==> src/rtl/alu_exec_stage.sv <==
// Execute-stage ALU for the pipelined MIPS core: an ID/EX input register feeding an
// EX/MEM output register, with valid/ready handshakes on both sides and a synchronous flush.
module alu_exec_stage #(
  parameter int unsigned WIDTH = 32,
  parameter int unsigned TAGW  = 5
) (
  input  logic             clk,
  input  logic             rst_n,
  input  logic             flush,
  input  logic             in_valid,
  output logic             in_ready,
  input  logic [2:0]       alu_control,
  input  logic [WIDTH-1:0] src_a,
  input  logic [WIDTH-1:0] src_b,
  input  logic [TAGW-1:0]  in_tag,
  output logic             out_valid,
  input  logic             out_ready,
  output logic [WIDTH-1:0] result,
  output logic             zero,
  output logic             overflow,
  output logic             illegal_op,
  output logic [TAGW-1:0]  out_tag
);

  localparam logic [2:0] OP_AND = 3'b000;
  localparam logic [2:0] OP_OR  = 3'b001;
  localparam logic [2:0] OP_ADD = 3'b010;
  localparam logic [2:0] OP_SUB = 3'b110;
  localparam logic [2:0] OP_SLT = 3'b111;
  localparam int unsigned MSB   = WIDTH - 1;

  logic             s1_valid;
  logic [2:0]       s1_op;
  logic [WIDTH-1:0] s1_a;
  logic [WIDTH-1:0] s1_b;
  logic [TAGW-1:0]  s1_tag;

  logic             s1_adv_c;
  logic             s1_load_c;
  logic             s2_load_c;

  logic [WIDTH-1:0] sum_c;
  logic [WIDTH-1:0] diff_c;
  logic             slt_c;
  logic [WIDTH-1:0] alu_result_c;
  logic             alu_overflow_c;
  logic             alu_illegal_c;

  // Handshake: stage 1 moves on when stage 2 is empty or draining; flush blocks intake.
  assign s1_adv_c  = !out_valid || out_ready;
  assign in_ready  = !flush && (!s1_valid || s1_adv_c);
  assign s1_load_c = in_valid && in_ready;
  assign s2_load_c = s1_valid && s1_adv_c && !flush;

  assign sum_c  = s1_a + s1_b;
  assign diff_c = s1_a - s1_b;
  assign slt_c  = $signed(s1_a) < $signed(s1_b);

  // ALU datapath on stage-1 contents.
  always_comb begin
    alu_result_c   = '0;
    alu_overflow_c = 1'b0;
    alu_illegal_c  = 1'b0;
    unique case (s1_op)
      OP_AND: alu_result_c = s1_a & s1_b;
      OP_OR:  alu_result_c = s1_a | s1_b;
      OP_ADD: begin
        alu_result_c   = sum_c;
        alu_overflow_c = (s1_a[MSB] == s1_b[MSB]) && (sum_c[MSB] != s1_a[MSB]);
      end
      OP_SUB: begin
        alu_result_c   = diff_c;
        alu_overflow_c = (s1_a[MSB] != s1_b[MSB]) && (diff_c[MSB] != s1_a[MSB]);
      end
      OP_SLT: alu_result_c = {{(WIDTH-1){1'b0}}, slt_c};
      default: alu_illegal_c = 1'b1;
    endcase
  end

  // Stage 1: ID/EX input register.
  always_ff @(posedge clk or negedge rst_n) begin
    if (!rst_n) begin
      s1_valid <= 1'b0;
      s1_op    <= '0;
      s1_a     <= '0;
      s1_b     <= '0;
      s1_tag   <= '0;
    end else if (flush) begin
      s1_valid <= 1'b0;
    end else if (s1_load_c) begin
      s1_valid <= 1'b1;
      s1_op    <= alu_control;
      s1_a     <= src_a;
      s1_b     <= src_b;
      s1_tag   <= in_tag;
    end else if (s1_adv_c) begin
      s1_valid <= 1'b0;
    end
  end

  // Stage 2: EX/MEM output register, held while downstream stalls.
  always_ff @(posedge clk or negedge rst_n) begin
    if (!rst_n) begin
      out_valid  <= 1'b0;
      result     <= '0;
      zero       <= 1'b0;
      overflow   <= 1'b0;
      illegal_op <= 1'b0;
      out_tag    <= '0;
    end else if (flush) begin
      out_valid <= 1'b0;
    end else if (s2_load_c) begin
      out_valid  <= 1'b1;
      result     <= alu_result_c;
      zero       <= (alu_result_c == '0);
      overflow   <= alu_overflow_c;
      illegal_op <= alu_illegal_c;
      out_tag    <= s1_tag;
    end else if (out_ready) begin
      out_valid <= 1'b0;
    end
  end

endmodule

==> config.mk <==
export PLATFORM = sky130hd
export DESIGN_NAME = alu_exec_stage
export DESIGN_NICKNAME = d
export VERILOG_FILES = /design/src/rtl/alu_exec_stage.sv
export SDC_FILE = /design/constraint.sdc
export NUM_CORES = 1
export LEC_CHECK = 0
export CORE_MARGIN = 1
export CORE_UTILIZATION = 40
export CTS_CLUSTER_DIAMETER = 150
export DETAILED_ROUTE_END_ITERATION = 10
export MAX_ROUTING_LAYER = met4
export SKIP_CTS_REPAIR_TIMING = 1
export SYNTH_ARGS = -nofsm -noshare
export SYNTH_HDL_FRONTEND = slang
export SYNTH_SLANG_ARGS = --single-unit
==> constraint.sdc <==
create_clock -name clk -period 9.63 [get_ports clk]
set_input_delay 0.963 -clock clk [delete_from_list [all_inputs] [get_ports clk]]
set_output_delay 0.963 -clock clk [all_outputs]
set_load 0.02 [all_outputs]
* Yosys cells after proc, flatten, opt, wreduce, memory -nomap -nowiden
Index checks and enable logic that the tools add are counted.
** Storage, ports and cells
- Output and inout port bits :: 42
- Input port bits :: 77
- Bits in registers :: 114
** Operators by class
- Add/sub/neg operators :: 2
- Bitwise operators :: 3
- Multiplexer cells :: 9
- Eq/ne operators :: 8
- Reductions and logical operators :: 18
- Magnitude comparators :: 1
** Operator list (count)
- 32-bit one-hot mux with 5 select lines :: 1
- 32-bit adder :: 1
- 32-bit bitwise AND :: 1
- 32-bit logical NOT :: 1
- 32-bit less-than comparator :: 1
- 32-bit OR :: 1
- 32-bit subtractor :: 1
- 1-bit 2-to-1 mux :: 7
- 3-bit == test, second input constant :: 2
- 1-bit logical AND :: 6
- 3-bit nonzero test :: 2
- 5-bit OR reduction :: 1
- 2-bit AND reduction :: 2
- 3-bit by 1-bit == test with 1-bit output, second input constant :: 1
- 3-bit by 2-bit == test with 1-bit output, second input constant :: 1
- 1-bit logical NOT :: 3
- 3-bit logical NOT :: 1
- 1-bit inequality test :: 3
- 1-bit logical OR :: 2
- 1-bit one-hot mux with 2 select lines :: 1
- 1-bit == test :: 1
- 1-bit NOT :: 1

* Depth between registers and ports, before layout
Gate-level depths: netlist of the first run.
- Depth in word-level cells :: 7
- Gate-level depth with buffers :: 15

* Least setup slack after synthesis of the first run
Ideal clock, no wire load.
- Path kind :: register to register
- Start :: register s1_a[0]
- End :: register zero
- Setup time :: 0.076 ns
- Path slack :: 5.819 ns
- Stages on the path, launching flop included :: 16
- Buffers on the path :: 0
- Clock period less this slack :: 3.811 ns
- Arrival time :: 3.734 ns
- Cells stage by stage :: dfrtp_1 inv_1 ha_1 inv_1 fa_1 nand2b_4 a2111oi_4 or3_4 and3b_1 nor4bb_2 o221a_2 nor3_1 a211o_1 or4_1 or4_1 o21ai_1
** Between the ends
- Word-level cells in the longest chain between the ends :: 3
- Elaborated cells on any way between the ends :: 7
- Classes of those cells :: 2 x add/sub; 1 x order compare; 1 x mux; 2 x bitwise; 1 x reduce/logical
** Ends and longest elaborated chain
- from (decl) :: RTL line 34 : logic [WIDTH-1:0] s1_a;
- from (signal assigned) :: RTL line 93 : s1_a <= src_a;
- 32-bit subtractor (tied with other cells) :: RTL line 56 : assign diff_c = s1_a - s1_b;
- 32-bit one-hot mux with 5 select lines (*) :: RTL line 64 : unique case (s1_op)
- 32-bit logical NOT (*) :: RTL line 115 : zero <= (alu_result_c == '0);
- to (signal assigned) :: RTL line 115
- to (decl) :: RTL line 19 : output logic zero,
Mark *: on every way between the ends. The rest lies on a longest branch, timed or not.
A chain may end at the register's enable or synchronous reset.

* Final worst setup path of the first run
- Start :: register s1_a[8]
- End :: register zero
The elaborated chain is that of the path after synthesis.

==> metrics.cfg, run 1 <==
[drt]
firstDrtPassIters=7
drt_wl_total_um=29000
via_per_inst=5.682
wl_per_cell_um=19.07
drtIter0Drc=826
vias=8642
drtAntennaViolNets=0
drc_errors=0

[cts]
clockRootBuffer=clkbuf_16
numCtsBuffers=17
cts_tree=built
htree_levels=4
clkSinkCount=114
cts.clk_slew.worst_paths_ns=0.07
worstSkewPairLatency_ns=0.44
cts_max_path_buffers=2

[logic_synthesis]
synth_area_um2=9540
synth_top_area_cell=dfrtp_1
synth_edf_count=0
synth_cell_types=96
seq_area_frac_synth_pct=29.90
yosysMostFrequentCell=nand2_1
synth_top_family_by_area=compound AO/OA/AOI/OAI gates
synth_fa_ha_area_share_pct=13.27
synth_top_area_share_pct=29.90
syn_nets=1281
synth_cells=1104
synth-xor-area-share_pct=1.010
synthSimpleGateAreaFrac_pct=16.50
yosysWarnings=0
synth-main-ff-cell=dfrtp_1
async_flop_share_pct=100.0
ys_top_cells_by_area=dfrtp_1, ha_1, mux2_2
synth_compound_area_share_pct=21.82
avgSynthCellArea_um2=8.642
synth_common_cells=nand2_1, dfrtp_1, inv_1
muxShareOfSynthArea_pct=10.44
synth_seq_cells=114

[global_routing]
grt_pass1_vias=8289
grt_max_degree=73
grtUsageTotal_pct=25.00
grt_pass1_wl_um=45830
gr-total-overflow=0
antenna_found_initial=0

[layout]
drive_gt1_share_pct=13.14
final_util_pct=49.32
area_delta_synth_final_pct=20.97
diodes=0
nNetsFinal=1366

[setup_path]
crit_start=s1_a[8]
cp_max_fo=13
cp.required_ns=9.99
worstPathArrival_ns=4.77
rrSetupSlack_ns=5.22
r2r_cells=13
worstSetupPathType=reg -> reg
rr_startpoint=s1_a[8]
crit_path_end_kind=flip-flop
timing.rr.end=zero
critPathCapture=zero
crit_path_start_kind=flip-flop

[floorplan]
ios=119
initial_core_util_pct=40.77
die_h_um=156.4
row_count=56
coreArea_um2=23400
dieWidth_um=156.4
design.die.area_um2=24470

[power]
p_comb_share_pct=48.9
power_density_nw_per_um2=227.8
leakagePower_uw=0.005126
switching_share_pct=42.70
intPower_uw=1506
p_clk_share_pct=25.6
ir_drop_mv=0.1222
switchingPower_uw=1123
sequentialPowerShare_pct=25.5
finalPower_uw=2629

[timing]
tns_ns=0
skew_ns=0.01060
hold_viol=0
fmax_ghz=0.2267
slew_violations=0
worstMarginPinSlew_ns=0.9862
fin_crit_sh_pct=45.80
rsz0062_at_grt=false
relSlewSlack_pct=34.25
setup_viol=0
fin_crit_ns=4.410
fin_hold_ws_ns=0.4572

[job]
maxCapViolCount=0

[min_path]
hold_path.class=reg -> reg

[place]
dpl.hpwl_um=21360
place_congestion=0.9184
port_buffers=118

[run_status]
status=complete, no violations

## cell type report
| class | count | area (um^2) |
|---|---|---|
| Fill cell | 2300 | 11860 |
| Multi-Input combinational cell | 822 | 6027 |
| Sequential cell | 114 | 2853 |
| Timing Repair Buffer | 128 | 1254 |
| Clock buffer | 20 | 466.7 |
| Tap cell | 319 | 399.1 |
| Inverter | 106 | 397.9 |
| Clock inverter | 12 | 143.9 |
## worst min path at each step
stage	startpoint	to	cells past startpoint
after CTS	s1_tag[2]	out_tag[2]	2
after global routing	s1_tag[0]	out_tag[0]	2
after floorplan	s1_tag[0]	out_tag[0]	2
final	s1_tag[2]	out_tag[2]	2
after global placement	s1_tag[0]	out_tag[0]	2
after detailed placement	s1_tag[2]	out_tag[2]	2
## logic make-up after synthesis
| logic type | after synthesis |
|---|---|
| muxes | 89 |
| and+or+nand+nor | 326 |
| DFF | 114 |
| buffers and inverters | 168 |
| xor gates and xnor gates | 11 |
| AOI/OAI and AO/OA | 296 |
| adders and majority gates | 100 |
## flip-flops by register name, indices dropped and copies added (netlist names)
register,cells
s1_op,3
illegal_op,1
out_valid,1
s1_a,32
zero,1
s1_valid,1
result,32
out_tag,5
s1_b,32
overflow,1
s1_tag,5
## routing by layer
layer	share of wire, %	up-vias	wire (um)	GRT usage [%]
met5	0	-	0	-
met4	1.7	0	494	6.956
met3	7.7	45	2222	3.960
met2	43	378	12550	36.95
met1	47	4097	13730	35.11
li1	-	4122	-	-
## placed cells by master (no fill, tap or decap), drive strengths merged, types with 14 or more instances in the layout
master         instances
clkbuf                20
nor2                  71
nand4                 19
ha                    98
mux2i                 14
a31oi                 17
clkdlybuf4s50        117
mux2                  74
o21ai                 53
dfrtp                114
inv                  112
nor3                  19
nand2                137
a21oi                 80
## power groups by stage
stage               registers [uW]  logic [uW]  clock network (uW)
finish                         669        1290                 674
global route                   685        1400                 707
CTS                            670        1270                 685
detailed placement             679        1260                   0
global placement               672        1280                   0
floorplan                      721         800                   0
## worst max-delay path: stages, from the launching register on
cell and delay, ns:
dfrtp_1 0.40, inv_1 0.06, ha_1 0.48, nor4_1 0.45, o21ai_0 0.22, o311ai_0 0.21
o2111ai_1 0.39, a21oi_2 0.39, a31oi_1 0.24, a221oi_1 0.41, nor4_1 0.09, or2_2 0.34
or4_1 0.52, o21ai_1 0.13
## metrics by stage
step,worst slack [ns],area (um^2),instances
finish,5.220,11540,1521
global route,4.868,11540,1521
CTS,5.263,11540,1521
detailed placement,5.292,10930,1489
global placement,5.267,10930,1489
floorplan,5.819,9540,1104
Note: power is estimated with default switching activity, not from simulation.
==> inputs of run 2 (changes only) <==
- clock period: 9.63 -> 4.55 ns (I/O delays scaled with it)
==> run 2 against run 1 <==
Non-clock buffer count grew 18. Cell area grew 0.89%. Clock skew grew 0.0059 ns. Cell count grew 1.2%. Die area is the same. Via count is essentially flat. Flip-flop and latch count is the same. Fmax grew 1.5%. First-iteration DRC count shrank 13%. Utilization grew 0.44 points. Critical path type unchanged. Critical endpoint unchanged. Largest cell class unchanged. Largest power group unchanged.
==> metrics.cfg, run 2 (synthesis gave the netlist of run 1 again) <==
[global_routing]
gr-total-overflow=0
antenna_found_initial=0
grtUsageTotal_pct=25.45
grt_pass1_wl_um=46260
grt_pass1_vias=8103
grt_max_degree=73

[min_path]
min_path_cells=2
min_delay_worst_endpoint=out_tag[3]
hold_path.class=reg -> reg
hold_start=s1_tag[3]

[setup_path]
rr_startpoint=s1_a[12]
critPathMaxStageDelay_ns=0.76
crit_path_end_kind=flip-flop
r2r_cells=13
slowest_stage=a2111oi_1
worstSetupPathType=reg -> reg
cp_max_fo=10
cp.required_ns=4.90
timing.rr.end=zero
crit_path_start_kind=flip-flop
rrSetupSlack_ns=0.20
worstPathArrival_ns=4.70
crit_chain=inv_1 -> ha_1 -> nor2b_1 -> o21ai_1 -> nand3_1 -> a2111oi_1 -> a21oi_2 -> mux2i_1 -> xnor2_1 -> o221ai_1 -> or4_1 -> or4_1 -> o21ai_1

[floorplan]
dieWidth_um=156.4
ios=119
design.die.area_um2=24470
initial_core_util_pct=40.77
row_count=56
die_h_um=156.4
coreArea_um2=23400

[drt]
drtIter0Drc=721
firstDrtPassIters=5
drt_wl_total_um=29390
wl_per_cell_um=19.09
drtAntennaViolNets=0
drc_errors=0
vias=8648
via_per_inst=5.619

[layout]
final_common_cell=nand2_1
nFillCells=2311
seq_area_um2=2853
top_regs=result: 32 flops, s1_a: 32 flops, s1_b: 32 flops
multi_input_area_um2=6027
drive_gt1_share_pct=14.34
diodes=0
nNetsFinal=1384
mostFrequentLayoutCells=nand2_1, clkdlybuf4s50_1, dfrtp_1, inv_1, ha_1
area_delta_synth_final_pct=22.05
stdcell_area_um2=11640

[timing]
rsz0062_at_grt=false
hold_viol=0
relSlewSlack_pct=9.725
skew_ns=0.01645
fin_crit_ns=4.347
fmax_ghz=0.2300
worstMarginPinSlew_ns=1.349
setup_ws_ns=0.2029
slew_violations=0
fin_crit_sh_pct=95.54
tns_ns=0
setup_viol=0

[cts]
worstSkewPairLatency_ns=0.43
cts_max_path_buffers=2
cts.clk_slew.worst_paths_ns=0.06
cts_tree=built
numCtsBuffers=17
clockRootBuffer=clkbuf_16
clkSinkCount=114
htree_levels=4

[place]
place_congestion=0.9757
dpl.hpwl_um=21880
port_buffers=118
post-place-ws_ns=0.3028
place_area_um2=11060

[power]
power_density_nw_per_um2=474.7
leakagePower_uw=0.005200
ir_drop_mv=0.2576

[job]
maxCapViolCount=0

[run_status]
status=complete, no violations

[run 2: cell types whose count changed in the layout (fill, tap and decap cells not counted)]
cell,change
inv_8,+3
dlygate4sd3_1,+1
clkinv_2,+2
clkbuf_8,-3
inv_6,-2
clkinvlp_4,-1
buf_4,+17
bufinv_16,-1
clkinv_4,+2
[run 2: worst max-delay path by stage]
| stage | start | to | cells after the start |
|---|---|---|---|
| 2_1_floorplan | s1_a[0] | zero | 15 |
| 3_3_place_gp | s1_a[12] | zero | 13 |
| 3_5_place_dp | s1_a[12] | zero | 13 |
| 4_1_cts | s1_a[12] | zero | 13 |
| 5_1_grt | s1_a[12] | zero | 13 |
| 6_report | s1_a[12] | zero | 13 |
[run 2: metrics by stage]
step	cells	total power [uW]	utilization, %	hold WS, ns
2_1_floorplan	1104	3218	-	0.1594
3_3_place_gp	1506	4139	47.25	0.4098
3_5_place_dp	1506	4151	47.25	0.4088
4_1_cts	1538	5516	49.71	-0.04048
5_1_grt	1539	5875	49.75	0.4719
6_report	1539	5527	49.75	0.4578
[run 2: layout make-up]
| type | count | area share (%) |
|---|---|---|
| Inverter | 106 | 3.417 |
| Clock inverter | 15 | 1.289 |
| Timing Repair Buffer | 146 | 11.95 |
| Tap cell | 319 | 3.428 |
| Multi-Input combinational cell | 822 | 51.76 |
| Sequential cell | 114 | 24.50 |
| Clock buffer | 17 | 3.654 |
[run 2: worst max-delay path: cells and delay by family, from the launching register on]
kind / cells / cell delay, ns
simple gates: 4 / 1.35
xor+xnor: 1 / 0.14
buf+inv: 1 / 0.06
flops: 1 / 0.39
mux: 1 / 0.20
compound gates: 5 / 1.62
fa+ha+maj: 1 / 0.51
[run 2: where the power goes]
| part | internal (uW) | total [uW] | switching, uW | leakage (uW) |
|---|---|---|---|---|
| combinational | 1130 | 2780 | 1650 | 0.00354 |
| sequential | 1230 | 1400 | 171 | 0.00138 |
| clock | 768 | 1340 | 574 | 0.000280 |
[run 2: layer usage]
metal | wire length [um] | track usage [%] | vias up
li1 | - | - | 4155
met1 | 14290 | 36.28 | 4141
met2 | 12720 | 37.67 | 325
met3 | 1998 | 4.126 | 27
met4 | 377 | 5.415 | 0
met5 | 0 | - | -
==> inputs of run 3 (changes only) <==
- RECOVER_POWER: not set -> 50
==> run 3 against run 2 <==
The run now ends with capacitance limit, slew limit left. Critical path depth is the same. Cell area about the same. First-iteration DRC count increased by 0.55%. Register-to-register slack improved by 0.04 ns. Sequential share of layout area about the same. Clock power barely moved. Clock skew about the same. Critical path type unchanged. Largest power group unchanged.
==> metrics.cfg, run 3 (synthesis gave the netlist of run 1 again) <==
[timing]
relSlewSlack_pct=-8.701
skew_ns=0.01629
fin_crit_ns=4.309
setup_viol=0
slew_violations=31
fmax_ghz=0.2321
hold_viol=0
worstMarginPinSlew_ns=1.631
rsz0062_at_grt=false
setup_ws_ns=0.2414
fin_crit_sh_pct=94.69
tns_ns=0

[setup_path]
slowest_stage=a2111oi_1
rrSetupSlack_ns=0.24
rr_startpoint=s1_a[12]
worstSetupPathType=reg -> reg
crit_path_end_kind=flip-flop
critPathMaxStageDelay_ns=0.72
cp.required_ns=4.90
crit_start=s1_a[12]
cp_max_fo=10
crit_chain=inv_1 -> ha_1 -> nor2b_1 -> o21ai_1 -> nand3_1 -> a2111oi_1 -> a21oi_2 -> mux2i_1 -> xnor2_1 -> o221ai_1 -> or4_1 -> or4_1 -> o21ai_1
worstPathArrival_ns=4.66
crit_path_start_kind=flip-flop

[min_path]
hold_start=s1_tag[3]
hold_path.class=reg -> reg

[drt]
routed-wl-met3_um=2084
vias=8683
via_per_inst=5.642
drc_errors=0
wl_met1_um=14150
drtIter0Drc=725
firstDrtPassIters=5
route.met2.wl_um=12790
drt_wl_total_um=29400
top_layer=met4
drtAntennaViolNets=0
wl_per_cell_um=19.10

[power]
p_clk_share_pct=24.4
power_density_nw_per_um2=473.0
intPower_uw=3111
p_comb_share_pct=50.2
leakagePower_uw=0.005226
switching_share_pct=43.47
sequentialPowerShare_pct=25.4
finalPower_uw=5503
switchingPower_uw=2392
ir_drop_mv=0.2575

[cts]
cts_tree=built
numCtsBuffers=17
clkSinkCount=114
cts_max_path_buffers=2
cts.clk_slew.worst_paths_ns=0.06
htree_levels=4
clockRootBuffer=clkbuf_16
worstSkewPairLatency_ns=0.43

[global_routing]
grt_pass1_wl_um=46260
antenna_found_initial=0
grt_max_degree=73
grt_pass1_vias=8103
grtUsageTotal_pct=25.45
gr-total-overflow=0

[layout]
nFillCells=2314
diodes=0
final_common_cell=nand2_1
drive_gt1_share_pct=14.26
top_regs=result: 32 flops, s1_a: 32 flops, s1_b: 32 flops
mostFrequentLayoutCells=nand2_1, dfrtp_1, inv_1, ha_1, clkdlybuf4s50_1
area_delta_synth_final_pct=21.95
nNetsFinal=1384

[floorplan]
dieWidth_um=156.4
ios=119
row_count=56
coreArea_um2=23400
design.die.area_um2=24470
die_h_um=156.4
initial_core_util_pct=40.77

[place]
place_congestion=0.9757
dpl.hpwl_um=21880
post-place-ws_ns=0.3028
port_buffers=118

[run_status]
violations=capacitance limit, slew limit
status=complete, but fails checks

[job]
maxCapViolCount=1

[run 3: changes by cell type in the layout (fill, tap and decap cells not counted)]
cell,previous run,this run
dlygate4sd3_1,1,20
buf_4,28,25
clkdlybuf4s50_1,117,98
clkbuf_1,0,1
clkbuf_2,0,2
[run 3: path summary, 6_finish.rpt]
check                             end  depth (start not counted)
setup / recovery                 zero                         13
min in group asynchronous  result[27]                          2
hold / removal             out_tag[3]                          2
setup reg to reg                 zero                         13
hold reg to reg            out_tag[3]                          2
max in group asynchronous    s1_a[12]                          3
[run 3: final cells by class]
cell class                 instances  area, um^2  share of cell area (%)
sequential                       114        2853                   24.52
inverter                         106       397.9                   3.420
timing repair buffer             146        1383                   11.88
multi-input combinational        822        6027                   51.80
clock inverter                    15       150.1                   1.290
tap                              319       399.1                   3.430
clock buffer                      17       425.4                   3.656
[run 3: worst max-delay path: cells and delay by family (launching register included)]
family,cells,cell delay (ns)
AO/OA/AOI/OAI,5,1.58
AND/OR/NAND/NOR,4,1.35
flip-flops,1,0.39
XOR/XNOR,1,0.14
multiplexers,1,0.20
adder cells (fa/ha/maj),1,0.51
buffers and inverters,1,0.06
[run 3: layer usage]
| metal | GRT usage [%] | vias up |
|---|---|---|
| met4 | 5.415 | 0 |
| met1 | 36.28 | 4167 |
| met2 | 37.67 | 332 |
| li1 | - | 4159 |
| met5 | - | - |
| met3 | 4.126 | 25 |
[run 3: power groups by stage]
stage / Clock, uW / Combinational [uW] / Sequential, uW
after global placement: 0 / 2730 / 1410
after detailed placement: 0 / 2730 / 1420
after CTS: 1370 / 2750 / 1400
after global routing: 1420 / 3000 / 1430
final: 1340 / 2760 / 1400
after floorplan: 0 / 1690 / 1530
[run 3: stage by stage]
stage	util, %	instances	hold slack, ns	cell area (um^2)
6_report	49.72	1539	0.4577	11630
5_1_grt	49.72	1539	0.4719	11630
4_1_cts	49.71	1538	-0.04048	11630
3_5_place_dp	47.25	1506	0.4088	11060
3_3_place_gp	47.25	1506	0.4098	11060
2_1_floorplan	-	1104	0.1594	9540
